[src/rtl/fetch_mem_arbiter_if.sv]
// Bus bundle between the fetch stage, the data-memory stage, the single-ported
// memory and the arbiter that sequences them.
//
// Handshake: a requester raises req with addr/we/wdata and holds all of them
// stable until it samples its gnt high at a rising edge. Each gnt consumes
// exactly one access. Keeping req high after a gnt starts the next access
// (streaming). The response (rvalid plus rdata for reads, rvalid alone as a
// store ack) appears in the cycle right after the granting edge.
interface fetch_mem_arbiter_if;
  // fetch stage
  logic        if_req;
  logic [15:0] if_addr;
  logic        if_gnt;
  logic        if_rvalid;
  logic [7:0]  if_rdata_high;
  logic [7:0]  if_rdata_low;
  // data-memory stage
  logic        dm_req;
  logic        dm_we;
  logic [15:0] dm_addr;
  logic [7:0]  dm_wdata_high;
  logic [7:0]  dm_wdata_low;
  logic        dm_gnt;
  logic        dm_rvalid;
  logic [7:0]  dm_rdata_high;
  logic [7:0]  dm_rdata_low;
  // memory
  logic [15:0] mem_address;
  logic        mem_we;
  logic [7:0]  mem_data_write_high;
  logic [7:0]  mem_data_write_low;
  logic [7:0]  mem_data_read_high;
  logic [7:0]  mem_data_read_low;

  // arbiter side
  modport slave (
    input  if_req, if_addr,
    output if_gnt, if_rvalid, if_rdata_high, if_rdata_low,
    input  dm_req, dm_we, dm_addr, dm_wdata_high, dm_wdata_low,
    output dm_gnt, dm_rvalid, dm_rdata_high, dm_rdata_low,
    output mem_address, mem_we, mem_data_write_high, mem_data_write_low,
    input  mem_data_read_high, mem_data_read_low
  );

  // requesters and memory side
  modport master (
    output if_req, if_addr,
    input  if_gnt, if_rvalid, if_rdata_high, if_rdata_low,
    output dm_req, dm_we, dm_addr, dm_wdata_high, dm_wdata_low,
    input  dm_gnt, dm_rvalid, dm_rdata_high, dm_rdata_low,
    input  mem_address, mem_we, mem_data_write_high, mem_data_write_low,
    output mem_data_read_high, mem_data_read_low
  );
endinterface

[src/rtl/fetch_mem_arbiter.sv]
// Single-ported instruction/data memory arbiter. The data stage has priority,
// but after STARVE_LIMIT consecutive data grants with a fetch waiting, the fetch
// is forced through. Read data is registered and returned one cycle after the
// grant. if_gnt doubles as the PC enable, so a denied fetch stalls the PC.
module fetch_mem_arbiter #(
  parameter int unsigned STARVE_LIMIT = 3  // 0..15; 0 gives fetch absolute priority
) (
  input  logic                 clk,
  input  logic                 reset,
  fetch_mem_arbiter_if.slave   bus,
  output logic [1:0]           dbg_state,
  output logic [3:0]           dbg_streak
);

  // Response FSM: the state names the owner of the previous cycle's access.
  localparam logic [1:0] IDLE  = 2'd0;
  localparam logic [1:0] IF_RD = 2'd1;
  localparam logic [1:0] DM_RD = 2'd2;
  localparam logic [1:0] DM_WR = 2'd3;

  localparam logic [3:0] LIMIT = 4'(STARVE_LIMIT);

  logic [1:0] state;
  logic [1:0] state_next;
  logic [3:0] streak;
  logic [3:0] streak_next;
  logic       force_if;
  logic       if_gnt;
  logic       dm_gnt;

  // Grant decision: data wins unless the fetch has waited out its streak.
  // if_gnt is derived from dm_gnt, so the two can never be high together.
  always_comb begin
    force_if = bus.if_req && (streak == LIMIT);
    dm_gnt   = bus.dm_req && !force_if;
    if_gnt   = bus.if_req && !dm_gnt;
  end

  assign bus.if_gnt = if_gnt;
  assign bus.dm_gnt = dm_gnt;

  // Memory port mux: the data stage drives everything when granted; otherwise
  // the PC is presented as a read address with write data parked at zero.
  always_comb begin
    bus.mem_address         = bus.if_addr;
    bus.mem_we              = 1'b0;
    bus.mem_data_write_high = 8'h00;
    bus.mem_data_write_low  = 8'h00;
    if (dm_gnt) begin
      bus.mem_address         = bus.dm_addr;
      bus.mem_we              = bus.dm_we;
      bus.mem_data_write_high = bus.dm_wdata_high;
      bus.mem_data_write_low  = bus.dm_wdata_low;
    end
  end

  // Next response state follows this cycle's grant.
  always_comb begin
    state_next = IDLE;
    if (if_gnt) begin
      state_next = IF_RD;
    end else if (dm_gnt) begin
      state_next = bus.dm_we ? DM_WR : DM_RD;
    end
  end

  // Starvation streak: counts data grants that overtook a waiting fetch,
  // saturating at the limit; any fetch grant or idle fetch clears it.
  always_comb begin
    streak_next = 4'd0;
    if (dm_gnt && bus.if_req) begin
      streak_next = (streak >= LIMIT) ? LIMIT : streak + 4'd1;
    end
  end

  // State and streak registers.
  always_ff @(posedge clk or posedge reset) begin
    if (reset) begin
      state  <= IDLE;
      streak <= 4'd0;
    end else begin
      state  <= state_next;
      streak <= streak_next;
    end
  end

  // Read data capture into the granted requester's registers; stores leave the
  // data-stage registers untouched, and unselected registers hold.
  always_ff @(posedge clk or posedge reset) begin
    if (reset) begin
      bus.if_rdata_high <= 8'h00;
      bus.if_rdata_low  <= 8'h00;
      bus.dm_rdata_high <= 8'h00;
      bus.dm_rdata_low  <= 8'h00;
    end else begin
      if (if_gnt) begin
        bus.if_rdata_high <= bus.mem_data_read_high;
        bus.if_rdata_low  <= bus.mem_data_read_low;
      end
      if (dm_gnt && !bus.dm_we) begin
        bus.dm_rdata_high <= bus.mem_data_read_high;
        bus.dm_rdata_low  <= bus.mem_data_read_low;
      end
    end
  end

  assign bus.if_rvalid = (state == IF_RD);
  assign bus.dm_rvalid = (state == DM_RD) || (state == DM_WR);

  assign dbg_state  = state;
  assign dbg_streak = streak;

endmodule

[src/flat_wrapper.sv]
// flat-port wrapper written by rule: the top's interface ports become plain ports
module fetch_mem_arbiter_flat 
#(
  parameter int unsigned STARVE_LIMIT = 3                                           
)
  (clk, reset, dbg_state, dbg_streak, bus_if_req, bus_if_addr, bus_if_gnt, bus_if_rvalid, bus_if_rdata_high, bus_if_rdata_low, bus_dm_req, bus_dm_we, bus_dm_addr, bus_dm_wdata_high, bus_dm_wdata_low, bus_dm_gnt, bus_dm_rvalid, bus_dm_rdata_high, bus_dm_rdata_low, bus_mem_address, bus_mem_we, bus_mem_data_write_high, bus_mem_data_write_low, bus_mem_data_read_high, bus_mem_data_read_low);
  fetch_mem_arbiter_if bus_i ();
  input  logic clk;
  input  logic reset;
  output logic [1:0] dbg_state;
  output logic [3:0] dbg_streak;
  input wire logic [$bits(bus_i.if_req)-1:0] bus_if_req;
  input wire logic [$bits(bus_i.if_addr)-1:0] bus_if_addr;
  output wire logic [$bits(bus_i.if_gnt)-1:0] bus_if_gnt;
  output wire logic [$bits(bus_i.if_rvalid)-1:0] bus_if_rvalid;
  output wire logic [$bits(bus_i.if_rdata_high)-1:0] bus_if_rdata_high;
  output wire logic [$bits(bus_i.if_rdata_low)-1:0] bus_if_rdata_low;
  input wire logic [$bits(bus_i.dm_req)-1:0] bus_dm_req;
  input wire logic [$bits(bus_i.dm_we)-1:0] bus_dm_we;
  input wire logic [$bits(bus_i.dm_addr)-1:0] bus_dm_addr;
  input wire logic [$bits(bus_i.dm_wdata_high)-1:0] bus_dm_wdata_high;
  input wire logic [$bits(bus_i.dm_wdata_low)-1:0] bus_dm_wdata_low;
  output wire logic [$bits(bus_i.dm_gnt)-1:0] bus_dm_gnt;
  output wire logic [$bits(bus_i.dm_rvalid)-1:0] bus_dm_rvalid;
  output wire logic [$bits(bus_i.dm_rdata_high)-1:0] bus_dm_rdata_high;
  output wire logic [$bits(bus_i.dm_rdata_low)-1:0] bus_dm_rdata_low;
  output wire logic [$bits(bus_i.mem_address)-1:0] bus_mem_address;
  output wire logic [$bits(bus_i.mem_we)-1:0] bus_mem_we;
  output wire logic [$bits(bus_i.mem_data_write_high)-1:0] bus_mem_data_write_high;
  output wire logic [$bits(bus_i.mem_data_write_low)-1:0] bus_mem_data_write_low;
  input wire logic [$bits(bus_i.mem_data_read_high)-1:0] bus_mem_data_read_high;
  input wire logic [$bits(bus_i.mem_data_read_low)-1:0] bus_mem_data_read_low;
  assign bus_i.if_req = bus_if_req;
  assign bus_i.if_addr = bus_if_addr;
  assign bus_if_gnt = bus_i.if_gnt;
  assign bus_if_rvalid = bus_i.if_rvalid;
  assign bus_if_rdata_high = bus_i.if_rdata_high;
  assign bus_if_rdata_low = bus_i.if_rdata_low;
  assign bus_i.dm_req = bus_dm_req;
  assign bus_i.dm_we = bus_dm_we;
  assign bus_i.dm_addr = bus_dm_addr;
  assign bus_i.dm_wdata_high = bus_dm_wdata_high;
  assign bus_i.dm_wdata_low = bus_dm_wdata_low;
  assign bus_dm_gnt = bus_i.dm_gnt;
  assign bus_dm_rvalid = bus_i.dm_rvalid;
  assign bus_dm_rdata_high = bus_i.dm_rdata_high;
  assign bus_dm_rdata_low = bus_i.dm_rdata_low;
  assign bus_mem_address = bus_i.mem_address;
  assign bus_mem_we = bus_i.mem_we;
  assign bus_mem_data_write_high = bus_i.mem_data_write_high;
  assign bus_mem_data_write_low = bus_i.mem_data_write_low;
  assign bus_i.mem_data_read_high = bus_mem_data_read_high;
  assign bus_i.mem_data_read_low = bus_mem_data_read_low;
  fetch_mem_arbiter #(.STARVE_LIMIT(STARVE_LIMIT)) u_core (.clk(clk), .reset(reset), .bus(bus_i), .dbg_state(dbg_state), .dbg_streak(dbg_streak));
endmodule
[config.mk]
export PLATFORM = sky130hd
export DESIGN_NAME = fetch_mem_arbiter_flat
export DESIGN_NICKNAME = d
export VERILOG_FILES = /design/src/rtl/fetch_mem_arbiter_if.sv /design/src/rtl/fetch_mem_arbiter.sv /design/src/flat_wrapper.sv
export SDC_FILE = /design/constraint.sdc
export NUM_CORES = 1
export LEC_CHECK = 0
export CAP_MARGIN = 20
export CORE_ASPECT_RATIO = 1.2
export CORE_MARGIN = 8
export CORE_UTILIZATION = 34
export DETAILED_ROUTE_END_ITERATION = 12
export MAX_ROUTING_LAYER = met4
export PLACE_DENSITY = 0.91
export SYNTH_ARGS = -nofsm -noshare
export SYNTH_HDL_FRONTEND = slang
export SYNTH_SLANG_ARGS = --single-unit
[constraint.sdc]
create_clock -name clk -period 2.25 [get_ports clk]
set_input_delay 0.45 -clock clk [delete_from_list [all_inputs] [get_ports clk]]
set_output_delay 0.45 -clock clk [all_outputs]
set_load 0.1 [all_outputs]
==> flow_metrics.py <==
metrics = {
    "run_status": {
        "status": "finished with violations",
        "failed_checks": "setup timing",
    },
    "drt": {
        "drt_wl_total_mm": 7.15,
        "wl_met2_mm": 3.76,
        "routed-via-count": 1650,
        "wl_met3_um": 713,
        "vias_per_cell": 4.66,
        "drc_errors": 0,
        "drtPass1Iterations": 3,
        "postRouteAntennaNets": 0,
        "drt_iter0_markers": 38,
        "met1_length_mm": 2.66,
        "drt-wirelength-per-cell_um": 20.2,
        "top_layer": "met4",
    },
    "worst_setup_path": {
        "startpoint": "u_core.dbg_streak[1]",
        "path_class": "reg -> out",
        "worstPathRequired_ns": 1.80,
        "arrival_ns": 2.01,
        "r2r-start": "u_core.dbg_streak[1]",
        "path_max_fanout": 17,
        "end_kind": "primary output",
        "rrSetupSlack_ns": 0.34,
        "start_kind": "register",
    },
    "clock_tree": {
        "cts_root_buf": "clkbuf_8",
        "clk_latency_ns": 0.28,
        "path_clk_slew_ns": 0.08,
        "cts.sinks": 38,
        "cts_tree": "yes",
        "clockBufferDepth": 2,
        "cts_made_buffers": 5,
        "htreeDepth": 2,
    },
    "floorplanning": {
        "core_um2": 5520,
        "die-height_um": 97.8,
        "start_util_pct": 34.4,
        "die_w_um": 84.2,
        "rows": 30,
        "dieArea_um2": 8230,
        "ioPinCount": 144,
    },
    "global_routing": {
        "grt_max_degree": 19,
        "gr-usage-all-layers_pct": 17.3,
        "antenna_found_initial": 0,
        "grt_pass1_wl_mm": 11.1,
        "overflow": 0,
        "grt_pass1_vias": 1917,
    },
    "final_layout": {
        "final_core_util_pct": 72.4,
        "antenna_cells": 0,
        "multi_input_area_um2": 963,
        "area_growth_pct": 111,
        "drive_gt1_share_pct": 61.7,
        "final_nets": 359,
        "final_common_cell": "clkdlybuf4s50_1",
        "nFillCells": 353,
        "register_area_um2": 961,
        "most-common-layout-cells": "clkdlybuf4s50_1 (68), buf_4 (51), buf_12 (38), dfrtp_1 (34), mux2_4 (33)",
    },
    "placed_design": {
        "port_buffers": 143,
        "place_congestion": 0.751,
        "post-dp-hpwl_mm": 5.89,
    },
    "yosys": {
        "ys_types": 19,
        "yosysWarnings": 0,
        "syn_avg_cell_area_um2": 15.2,
        "yosysSeqAreaShare_pct": 50.1,
        "synth_area_um2": 1900,
        "postSynthCellCount": 125,
        "ys_ff_latch": 38,
    },
    "timing": {
        "skew_ns": 0.00689,
        "min_period_ns": 2.46,
        "setup_violations": 33,
        "tightest_slew_ns": 0.654,
        "maxSlewHeadroom_pct": 56.3,
        "worst_slack_ns": -0.209,
        "rsz0062_at_grt": "true",
        "drv_slew": 0,
        "hold_viol": 0,
        "post-route-period-util_pct": 109,
        "clock.fmax_mhz": 407,
    },
    "run": {
        "max_cap_viol_count": 0,
    },
    "power_and_ir_drop": {
        "power_density_nw_per_um2": 784,
        "power.total_uw": 3130,
        "peakVddDrop_mv": 0.694,
        "power_leakage_uw": 0.00185,
    },
    "min_path": {
        "worstHoldStart": "u_core.bus.dm_rdata_low[5]",
        "hold_path.class": "reg -> reg",
    },
}
layout make-up:
type / count / area share [%]
flip-flops and latches: 38 / 24.1
repair buffers: 162 / 47.1
well taps: 64 / 2.00
multi-input cells: 79 / 24.1
clock inverters: 2 / 0.313
clock buffers: 6 / 2.07
inverters: 3 / 0.376
layer usage:
metal	vias up	track usage [%]
met1	801	18.1
li1	754	-
met3	2	7.33
met5	-	-
met2	93	30.2
met4	0	2.40
report_power, final:
group,leakage (uW),internal [uW],switching (uW)
logic,0.00136,575,1230
clock network,0.0000472,246,241
registers,0.000443,778,57.3
total,0.00185,1600,1530
stage by stage:
| stage | setup slack, ns | std cells | hold slack [ns] | TNS, ns | cell area [um^2] |
|---|---|---|---|---|---|
| 6_report | -0.209 | 354 | 0.511 | -4.35 | 4000 |
| 5_1_grt | -0.249 | 354 | 0.526 | -5.92 | 4000 |
| 4_1_cts | -0.214 | 354 | 0.516 | -4.47 | 3980 |
| 3_5_place_dp | -0.154 | 339 | 0.493 | -2.87 | 3820 |
| 3_3_place_gp | -0.139 | 339 | 0.490 | -2.47 | 3820 |
| 2_1_floorplan | -0.111 | 126 | 0.572 | -2.32 | 2010 |
state kept, by name (all words and copies together), names as in the netlist:
register / flops
u_core.bus.dm_rdata_low: 8
u_core.dbg_state: 2
u_core.bus.if_rdata_low: 8
u_core.bus.if_rdata_high: 8
u_core.dbg_streak: 4
u_core.bus.dm_rdata_high: 8
cells in the mapped netlist, drive strengths merged:
master  instances  area, um^2
clkbuf          2        7.51
nor2b           2        12.5
o311a           2        20.0
and2           17         106
nor2            3        18.8
a21oi           1        16.3
and4bb          1        16.3
buf             4        48.8
conb            1        3.75
a21bo           1        10.0
mux2           48         646
inv             3        11.3
ha              1        12.5
nor3            1        16.3
dfrtp          38         951
critical path, stage by stage (launching register included):
cell and delay [ns]:
dfrtp_4 0.49, ha_4 0.16, and4bb_4 0.20, nor2_4 0.13
buf_12 0.19, mux2_2 0.37, buf_12 0.17
worst paths after layout:
| check | to | cells after the start |
|---|---|---|
| setup / recovery | bus_mem_address[3] | 6 |
| hold / removal | u_core.bus.dm_rdata_low[5] | 1 |
| setup reg to reg | u_core.bus.if_rdata_low[1] | 6 |
| hold reg to reg | u_core.bus.dm_rdata_low[5] | 1 |
| max in group asynchronous | u_core.bus.if_rdata_high[7] | 3 |
| min in group asynchronous | u_core.bus.if_rdata_high[3] | 2 |
cells by family (layout without fill, tap and decap cells):
logic type / after synthesis / after routing / synth area share, %
other: 1 / 2 / 0.198
buffers and inverters: 9 / 173 / 3.56
multiplexers: 48 / 48 / 34.0
adder cells (fa/ha/maj): 1 / 1 / 0.660
AND/OR/NAND/NOR: 24 / 24 / 8.97
flip-flops: 38 / 38 / 50.1
AO/OA/AOI/OAI: 4 / 4 / 2.44
what timing repair did:
action                                  4_1_cts  5_1_grt
gates resized for setup                       3        5
hold buffers                                  0        0
endpoints found under the setup margin       30       35
setup buffers                                 7        1
pin swaps                                     3        1
(Power assumes the default switching activity.)
